### src/rtl/ucie_ctl_rdi_pkg.sv
// Shared RDI definitions for the adapter-side link controller: RDI state
// encodings, the link sequencer FSM states and the default handshake budget.
package ucie_ctl_rdi_pkg;

    localparam int DEFAULT_TIMEOUT_CYCLES = 1024;

    typedef enum logic [3:0] {
        RDI_NOP       = 4'b0000,
        RDI_ACTIVE    = 4'b0001,
        RDI_LINKRESET = 4'b1001,
        RDI_LINKERROR = 4'b1010,
        RDI_RETRAIN   = 4'b1011
    } rdi_state_e;

    typedef enum logic [2:0] {
        SEQ_IDLE,
        SEQ_WAIT_PRES,
        SEQ_REQ_ACTIVE,
        SEQ_ACTIVE,
        SEQ_RETRAIN_WAIT,
        SEQ_LINKRESET,
        SEQ_LINKERR
    } seq_state_e;

    // lp_state_req driven while the sequencer sits in a given state
    function automatic rdi_state_e seq_state_req(input seq_state_e s);
        case (s)
            SEQ_REQ_ACTIVE,
            SEQ_ACTIVE,
            SEQ_RETRAIN_WAIT: return RDI_ACTIVE;
            SEQ_LINKRESET:    return RDI_LINKRESET;
            default:          return RDI_NOP;
        endcase
    endfunction

endpackage

### src/rtl/ucie_ctl_timeout_counter.sv
// Handshake step timer: synchronous clear, count enable, and a terminal-count
// flag raised on the last allowed cycle of the step.
module ucie_ctl_timeout_counter
    import ucie_ctl_rdi_pkg::*;
#(
    parameter int TIMEOUT_CYCLES = DEFAULT_TIMEOUT_CYCLES,
    parameter int CNT_W          = $clog2(TIMEOUT_CYCLES + 1)
) (
    input  logic clk,
    input  logic rst_n,
    input  logic clr,
    input  logic en,
    output logic tc
);

    logic [CNT_W-1:0] count;

    assign tc = (count == CNT_W'(TIMEOUT_CYCLES - 1));

    // Holds at terminal count; the owner is expected to clear on step exit
    always_ff @(posedge clk or negedge rst_n) begin
        if (!rst_n) begin
            count <= '0;
        end else if (clr) begin
            count <= '0;
        end else if (en && !tc) begin
            count <= count + CNT_W'(1);
        end
    end

endmodule

### src/rtl/ucie_ctl_rdi_link_sequencer.sv
// RDI link bring-up sequencer: drives lp_state_req/lp_linkerror from CSR and
// PHY status, and gates the adapter TX stream so data flows only when Active.
module ucie_ctl_rdi_link_sequencer
    import ucie_ctl_rdi_pkg::*;
#(
    parameter int NBYTES         = 8,
    parameter int TIMEOUT_CYCLES = DEFAULT_TIMEOUT_CYCLES
) (
    input  logic                i_clk,
    input  logic                i_rst_n,
    input  logic                i_start_link,
    input  logic                i_linkreset_req,
    input  logic                i_err_clear,
    input  logic [3:0]          i_pl_state_sts,
    input  logic                i_pl_inband_pres,
    input  logic                i_pl_error,
    input  logic                i_pl_trainerror,
    input  logic                i_pl_trdy,
    input  logic                i_tx_valid,
    input  logic [NBYTES*8-1:0] i_tx_data,
    output logic                o_tx_ready,
    output logic [3:0]          o_lp_state_req,
    output logic                o_lp_linkerror,
    output logic                o_lp_valid,
    output logic                o_lp_irdy,
    output logic [NBYTES*8-1:0] o_lp_data,
    output logic                o_link_up,
    output logic                o_timeout_err
);

    localparam int DATA_W = NBYTES * 8;

    seq_state_e state;
    seq_state_e state_nxt;
    rdi_state_e state_req_q;
    logic       linkerror_q;
    logic       link_up_q;
    logic       timeout_err_q;

    logic       pl_err;
    logic       exit_cond;
    logic       timer_en;
    logic       timer_clr;
    logic       timer_tc;
    logic       timeout_hit;

    assign pl_err    = i_pl_error | i_pl_trainerror;
    assign timer_clr = (state_nxt != state);

    ucie_ctl_timeout_counter #(
        .TIMEOUT_CYCLES (TIMEOUT_CYCLES)
    ) u_timer (
        .clk   (i_clk),
        .rst_n (i_rst_n),
        .clr   (timer_clr),
        .en    (timer_en),
        .tc    (timer_tc)
    );

    always_ff @(posedge i_clk or negedge i_rst_n) begin
        if (!i_rst_n) begin
            state <= SEQ_IDLE;
        end else begin
            state <= state_nxt;
        end
    end

    always_comb begin
        state_nxt   = state;
        exit_cond   = 1'b0;
        timer_en    = 1'b0;
        timeout_hit = 1'b0;
        case (state)
            SEQ_IDLE: begin
                if (i_start_link) state_nxt = SEQ_WAIT_PRES;
            end
            SEQ_WAIT_PRES: begin
                timer_en  = 1'b1;
                exit_cond = i_pl_inband_pres;
                if (exit_cond) state_nxt = SEQ_REQ_ACTIVE;
            end
            SEQ_REQ_ACTIVE: begin
                timer_en  = 1'b1;
                exit_cond = (i_pl_state_sts == RDI_ACTIVE);
                if (exit_cond) state_nxt = SEQ_ACTIVE;
            end
            SEQ_ACTIVE: begin
                if (i_linkreset_req)                     state_nxt = SEQ_LINKRESET;
                else if (i_pl_state_sts == RDI_RETRAIN)  state_nxt = SEQ_RETRAIN_WAIT;
                else if (!i_start_link)                  state_nxt = SEQ_LINKRESET;
            end
            SEQ_RETRAIN_WAIT: begin
                timer_en  = 1'b1;
                exit_cond = (i_pl_state_sts == RDI_ACTIVE);
                if (exit_cond) state_nxt = SEQ_ACTIVE;
            end
            SEQ_LINKRESET: begin
                timer_en  = 1'b1;
                exit_cond = (i_pl_state_sts == RDI_LINKRESET);
                if (exit_cond) state_nxt = SEQ_IDLE;
            end
            SEQ_LINKERR: begin
                if (i_err_clear) state_nxt = SEQ_IDLE;
            end
            default: state_nxt = SEQ_IDLE;
        endcase

        // A step exit seen on the terminal cycle beats the timeout
        if (timer_en && timer_tc && !exit_cond) begin
            state_nxt   = SEQ_LINKERR;
            timeout_hit = 1'b1;
        end

        // PHY errors override everything once bring-up has started
        if (pl_err && state != SEQ_IDLE && state != SEQ_LINKERR) begin
            state_nxt   = SEQ_LINKERR;
            timeout_hit = 1'b0;
        end
    end

    // Moore outputs are registered from the next state so they line up with state
    always_ff @(posedge i_clk or negedge i_rst_n) begin
        if (!i_rst_n) begin
            state_req_q   <= RDI_NOP;
            linkerror_q   <= 1'b0;
            link_up_q     <= 1'b0;
            timeout_err_q <= 1'b0;
        end else begin
            state_req_q <= seq_state_req(state_nxt);
            linkerror_q <= (state_nxt == SEQ_LINKERR);
            link_up_q   <= (state_nxt == SEQ_ACTIVE);
            if (timeout_hit) begin
                timeout_err_q <= 1'b1;
            end else if (state == SEQ_LINKERR && i_err_clear) begin
                timeout_err_q <= 1'b0;
            end
        end
    end

    assign o_lp_state_req = state_req_q;
    assign o_lp_linkerror = linkerror_q;
    assign o_link_up      = link_up_q;
    assign o_timeout_err  = timeout_err_q;

    // Zero-latency gating; async reset clears link_up_q and so kills the stream at once
    assign o_lp_valid = link_up_q & i_tx_valid;
    assign o_lp_irdy  = link_up_q & i_tx_valid;
    assign o_tx_ready = link_up_q & i_pl_trdy;
    assign o_lp_data  = link_up_q ? i_tx_data : {DATA_W{1'b0}};

endmodule

### config.mk
export PLATFORM = sky130hd
export DESIGN_NAME = ucie_ctl_rdi_link_sequencer
export DESIGN_NICKNAME = d
export VERILOG_FILES = /design/src/rtl/ucie_ctl_rdi_pkg.sv /design/src/rtl/ucie_ctl_timeout_counter.sv /design/src/rtl/ucie_ctl_rdi_link_sequencer.sv
export SDC_FILE = /design/constraint.sdc
export NUM_CORES = 1
export LEC_CHECK = 0
export ABC_AREA = 1
export CAP_MARGIN = 15
export CORE_UTILIZATION = 50
export CTS_BUF_LIST = sky130_fd_sc_hd__clkbuf_4
export DETAILED_ROUTE_END_ITERATION = 16
export DONT_BUFFER_PORTS = 1
export GPL_TIMING_DRIVEN = 0
export PLACE_DENSITY = 0.68
export SYNTH_ARGS = -nofsm -noshare
export SYNTH_HDL_FRONTEND = slang
export SYNTH_HIERARCHICAL = 1
export SYNTH_SLANG_ARGS = --single-unit
### constraint.sdc
create_clock -name i_clk -period 2.3 [get_ports i_clk]
set_clock_uncertainty 0.2 [all_clocks]
set_input_delay 0.46 -clock i_clk [delete_from_list [all_inputs] [get_ports i_clk]]
set_output_delay 0.46 -clock i_clk [all_outputs]
set_load 0.1 [all_outputs]
Word-level counts from Yosys, hierarchy flattened
Cells that the tools add are included.
{"block": "word_totals", "register_bits": 21, "out_inout_bits": 74, "input_bits": 78, "elab_cells": 63}
{"block": "classes", "n_reduce_logical": 15, "n_addsub": 1, "n_eq_ne": 17, "mux": 21, "bitwise_logic": 3}
{"cell": "two-way mux 64 bit", "n": 1}
{"cell": "two-way mux 3 bit", "n": 10}
{"cell": "two-way mux 11 bit", "n": 2}
{"cell": "equality test 3 bit, second input constant", "n": 6}
{"cell": "one-hot mux 3 bit (6 select lines)", "n": 1}
{"cell": "equality test 3 x 2 -> 1 bit, second input constant", "n": 4}
{"cell": "adder 11 x 1 -> 11 bit, second input constant", "n": 1}
{"cell": "equality test 11 x 10 -> 1 bit, second input constant", "n": 1}
{"cell": "equality test 4 bit, second input constant", "n": 2}
{"cell": "one-hot mux 4 bit (2 select lines)", "n": 1}
{"cell": "logical AND 1 bit", "n": 6}
{"cell": "two-way mux 1 bit", "n": 5}
{"cell": "equality test 4 x 1 -> 1 bit, second input constant", "n": 1}
{"cell": "nonzero test 2 bit", "n": 2}
{"cell": "OR reduction 4 bit", "n": 1}
{"cell": "equality test 3 x 1 -> 1 bit, second input constant", "n": 1}
{"cell": "logical NOT 3 bit", "n": 1}
{"cell": "inequality test 3 bit", "n": 1}
{"cell": "inequality test 3 bit, second input constant", "n": 1}
{"cell": "one-hot mux 1 bit (3 select lines)", "n": 1}
{"cell": "nonzero test 3 bit", "n": 1}
{"cell": "OR reduction 3 bit", "n": 1}
{"cell": "AND 1 bit", "n": 2}
{"cell": "logical NOT 1 bit", "n": 2}
{"cell": "other kinds (2)", "n": 2}

Longest topological paths before layout
{"block": "depth", "word_depth": 10, "depth_mapped": 17, "ltp_nobuf": 17}

Cells and area by module
Netlist, hierarchy kept.
{"mod": "ucie_ctl_rdi_link_sequencer", "cells_per_inst": 239, "n_inst": 1, "area_each_um2": 1242.4, "seq_area_each_um2": 200.2}
{"mod": "ucie_ctl_timeout_counter", "cells_per_inst": 101, "n_inst": 1, "area_each_um2": 711.9, "seq_area_each_um2": 275.3}

Least setup slack after synthesis
OpenSTA, ideal clock, no wires.
{"block": "synth_path", "path_kind": "register to output", "startpoint": "register link_up_q (netlist: o_link_up)", "endpoint": "output o_lp_valid", "required_ns": 1.640, "path_slack_ns": -0.718, "t_arrival_ns": 2.358, "path_stages_with_launch": 5, "n_path_buf": 2, "cell_sequence": "dfrtp_1 clkbuf_1 nand2_1 inv_1 buf_4"}
{"block": "synth_between", "elab_chain_cells": 1}
{"element": "start: declaration", "line": "ucie_ctl_rdi_link_sequencer.sv:37", "rtl": "logic link_up_q;"}
{"element": "start signal: assignment", "line": "ucie_ctl_rdi_link_sequencer.sv:131", "rtl": "link_up_q <= (state_nxt == SEQ_ACTIVE);"}
{"element": "AND 1 bit"}
{"element": "end: declaration", "line": "ucie_ctl_rdi_link_sequencer.sv:24", "rtl": "output logic o_lp_valid,"}
No other way between the ends.

Worst setup path after layout
Ends and elaborated chain as after synthesis.

==> run_results.csv <==
group,metric,value,unit
run_status,status,"finished with violations",
run_status,failed_checks,"setup timing",
cells_and_area,multi_input_comb_area,1580,um2
clock_tree,clock-sinks,19,
critical_path,classification_of_the_worst_setup_path,"register to output port",
drt,drc_errors,0,
logic_synthesis,ys_async_sr_fraction,100,%
die,core.rowCount,22,
logic_synthesis,ys_ff_latch,19,
drt,routed-via-count,2580,
logic_synthesis,ys.warnings.count,6,
power_and_ir_drop,power_density,1600,nW/um2
timing,final_critical_path_setup_slack,-413,ps
critical_path,r2r.worst_path.cells,16,
place,postPlaceCellArea,2210,um2
clock_tree,worstSkewPairLatency,320,ps
die,horizontal_extent_of_the_die,64.5,um
drt,drt_iter0_markers,260,
cells_and_area,final_cell_count_no_fill,433,
logic_synthesis,ys_dominant_reg_cell,"dfrtp_1",
global_routing,globalRouteOverflowTotal,0,
timing,setup-violations-final,78,
cells_and_area,diodes,0,
critical_path,path_max_fanout,6,
worst_hold_path,hp-class,"primary input to register",
drt,drt_pre_antenna_iters,6,
clock_tree,cts_made_buffers,3,
cells_and_area,finish.instance_area,3340,um2
logic_synthesis,synth_enable_flop_cells,0,
drt,vias_per_cell,5.96,
global_routing,antenna_violations_before_repair,0,
clock_tree,tritoncts_clock_tree,"yes",
cells_and_area,final_net_count,465,
cells_and_area,layout-drive-gt1-share,61.3,%
critical_path,arrival,2050,ps
die,initial_core_utilization,52.6,%
cells_and_area,fillerInstances,148,
critical_path,timing_endpoint_of_the_critical_path,"o_lp_valid",
place,buffer_ports.inserted,0,
run,drv.max_cap_violation_count,0,
critical_path,critical_path_required,1640,ps
logic_synthesis,synthesized_netlist_cell_count,340,
timing,layout_worst_path_cycle_share,118,%
power_and_ir_drop,peakVddDrop,0.850,mV
critical_path,start_kind,"register",
clock_tree,cts_htree_levels,1,
timing,normalized_max_slew_margin,40.6,%
global_routing,via_count_of_the_first_global_routing_pass,2125,
clock_tree,clkTransAtPathRegs,120,ps
timing,grt_setup_unrepaired,"yes",
cells_and_area,areaGrowthSynthToFinish,70.7,%
critical_path,critical_path.reg2reg.endpoint,"u_timer/count[8]$_DFFE_PN0P_",
drt,post_drt_wl_per_cell,21.7,um
place,post-place-cells,389,
power_and_ir_drop,total_leakage_power,0.00154,uW
timing,tightestPinTransition,891,ps
global_routing,grt_start_max_net_pins,20,
timing,slew_viol_final,0,
logic_synthesis,post_synth_instance_area,1950,um2
die,core_region_area,3720,um2
drt,postRouteAntennaNets,0,
timing,fin_hold_viols,0,
clock_tree,clock_tree.buffer_depth,2,
timing,max_clock_freq,0.369,GHz
cells_and_area,final-seq-area,482,um2
die,die-height,64.5,um
logic_synthesis,post_synthesis_cell_type_count,29,
logic_synthesis,synthesized_area_per_cell,5.75,um2
critical_path,critical_path.endpoint_type,"output port",
timing,timing.final.crit_period,2710,ps
clock_tree,cts_root_buf,"clkbuf_4",
critical_path,reg2reg_setup_slack,-240,ps
die,die_area,4160,um2
logic_synthesis,ys_seq_area_share,24.3,%
place,placer_s_final_routability_congestion_estimate,0.868,
critical_path,reg2reg_from,"u_timer/count[7]$_DFFE_PN0P_",
place,dpl.hpwl,4350,um
critical_path,critPathLaunch,"o_link_up$_DFF_PN0_",
global_routing,grt_first_pass_wirelength,11000,um
die,io_pins,152,
global_routing,gr-usage-all-layers,34.5,%
drt,drt-total-wl,9400,um
[stage by stage]
stage	utilization (%)	setup WS, ps	hold WS (ps)	power, uW	TNS [ps]
floorplan	-	-17.0	-35.6	3190	-17.0
global placement	59.4	-266	-35.2	3450	-4660
detailed placement	59.4	-313	-35.2	3460	-5810
CTS	82.7	-413	170	4690	-16920
global route	89.8	-444	171	5460	-22560
finish	89.8	-413	158	5330	-19670
[report_power, final]
part / total [uW] / internal, uW / leakage, uW / switching (uW)
logic: 4480 / 1320 / 0.00128 / 3160
clock network: 184 / 65.2 / 0.0000177 / 119
registers: 659 / 404 / 0.000250 / 255
[worst min-delay path by stage]
stage	slack (ps)	cells past startpoint	end	from
6_report	160	3	o_timeout_err$_DFFE_PN0P_	i_err_clear
5_1_grt	170	3	o_timeout_err$_DFFE_PN0P_	i_err_clear
4_1_cts	170	3	o_timeout_err$_DFFE_PN0P_	i_err_clear
3_5_place_dp	-40	0	u_timer/count[3]$_DFFE_PN0P_	i_rst_n
3_3_place_gp	-40	0	u_timer/count[2]$_DFFE_PN0P_	i_rst_n
2_1_floorplan	-40	0	o_lp_linkerror$_DFF_PN0_	i_rst_n
[cell families after synthesis]
logic type | Yosys count | share of synthesized area, %
and+or+nand+nor | 198 | 47.1
buffers and inverters | 105 | 21.6
DFF | 19 | 24.3
AOI/OAI and AO/OA | 15 | 5.70
xor gates and xnor gates | 1 | 0.448
adders and majority gates | 1 | 0.640
other | 1 | 0.192
[placed cells by master (no fill, tap or decap), drive strengths merged]
master       instances
conb                 2
o21ai                7
ha                   1
nand2              126
nor2                30
a21oi                5
buf                 47
xor2                 1
o211ai               1
clkinvlp            66
dlygate4sd3          1
nand3               36
o21bai               2
clkinv               2
dfrtp               19
clkbuf               8
nand4                6
inv                 25
[what timing repair did]
action / 4_1_cts / 5_1_grt
endpoints found under the setup margin: 78 / 78
buffers inserted: 28 / 12
resized for setup: 151 / 59
gates cloned: 5 / 0
hold endpoints to repair: 19 / 0
pin swaps: 19 / 20
hold buffers: 1 / 0
[Yosys cell counts (4+ instances only)]
cell / instances / area (um2)
nand2_1: 117 / 439
inv_1: 86 / 323
nand3_1: 29 / 145
nor2_1: 22 / 82.6
dfrtp_1: 19 / 475
nand2_2: 8 / 50.1
clkbuf_1: 6 / 22.5
nand4_1: 6 / 37.5
inv_2: 5 / 18.8
nand3_2: 5 / 50.1
nor2_2: 4 / 25.0
nor2_4: 4 / 45.0
o21ai_0: 4 / 20.0
[sequential cells by signal (all words and copies together) (netlist names)]
register	count
o_link_up	1
o_lp_linkerror	1
o_lp_state_req	2
o_timeout_err	1
state	3
u_timer/count	11
[critical path, cell delays in order (launching register included)]
cell and delay, ps:
dfrtp_4 650, buf_8 200, nand2_4 60, clkinvlp_4 440, buf_12 360
[layout make-up]
cell class | count | share of cell area, %
Buffer | 12 | 5.10
Clock buffer | 3 | 0.675
Clock inverter | 1 | 0.150
Inverter | 92 | 18.0
Multi-Input combinational cell | 217 | 47.3
Sequential cell | 19 | 14.4
Tap cell | 48 | 1.80
Timing Repair Buffer | 41 | 12.5
[metal layers]
layer	track usage, %	wire [um]	up-vias
li1	-	-	1074
met1	42.8	3080	1204
met2	56.4	4630	228
met3	9.68	1030	74
met4	13.6	665	0
met5	0	0	-
Power figures use the tool's default switching activity.
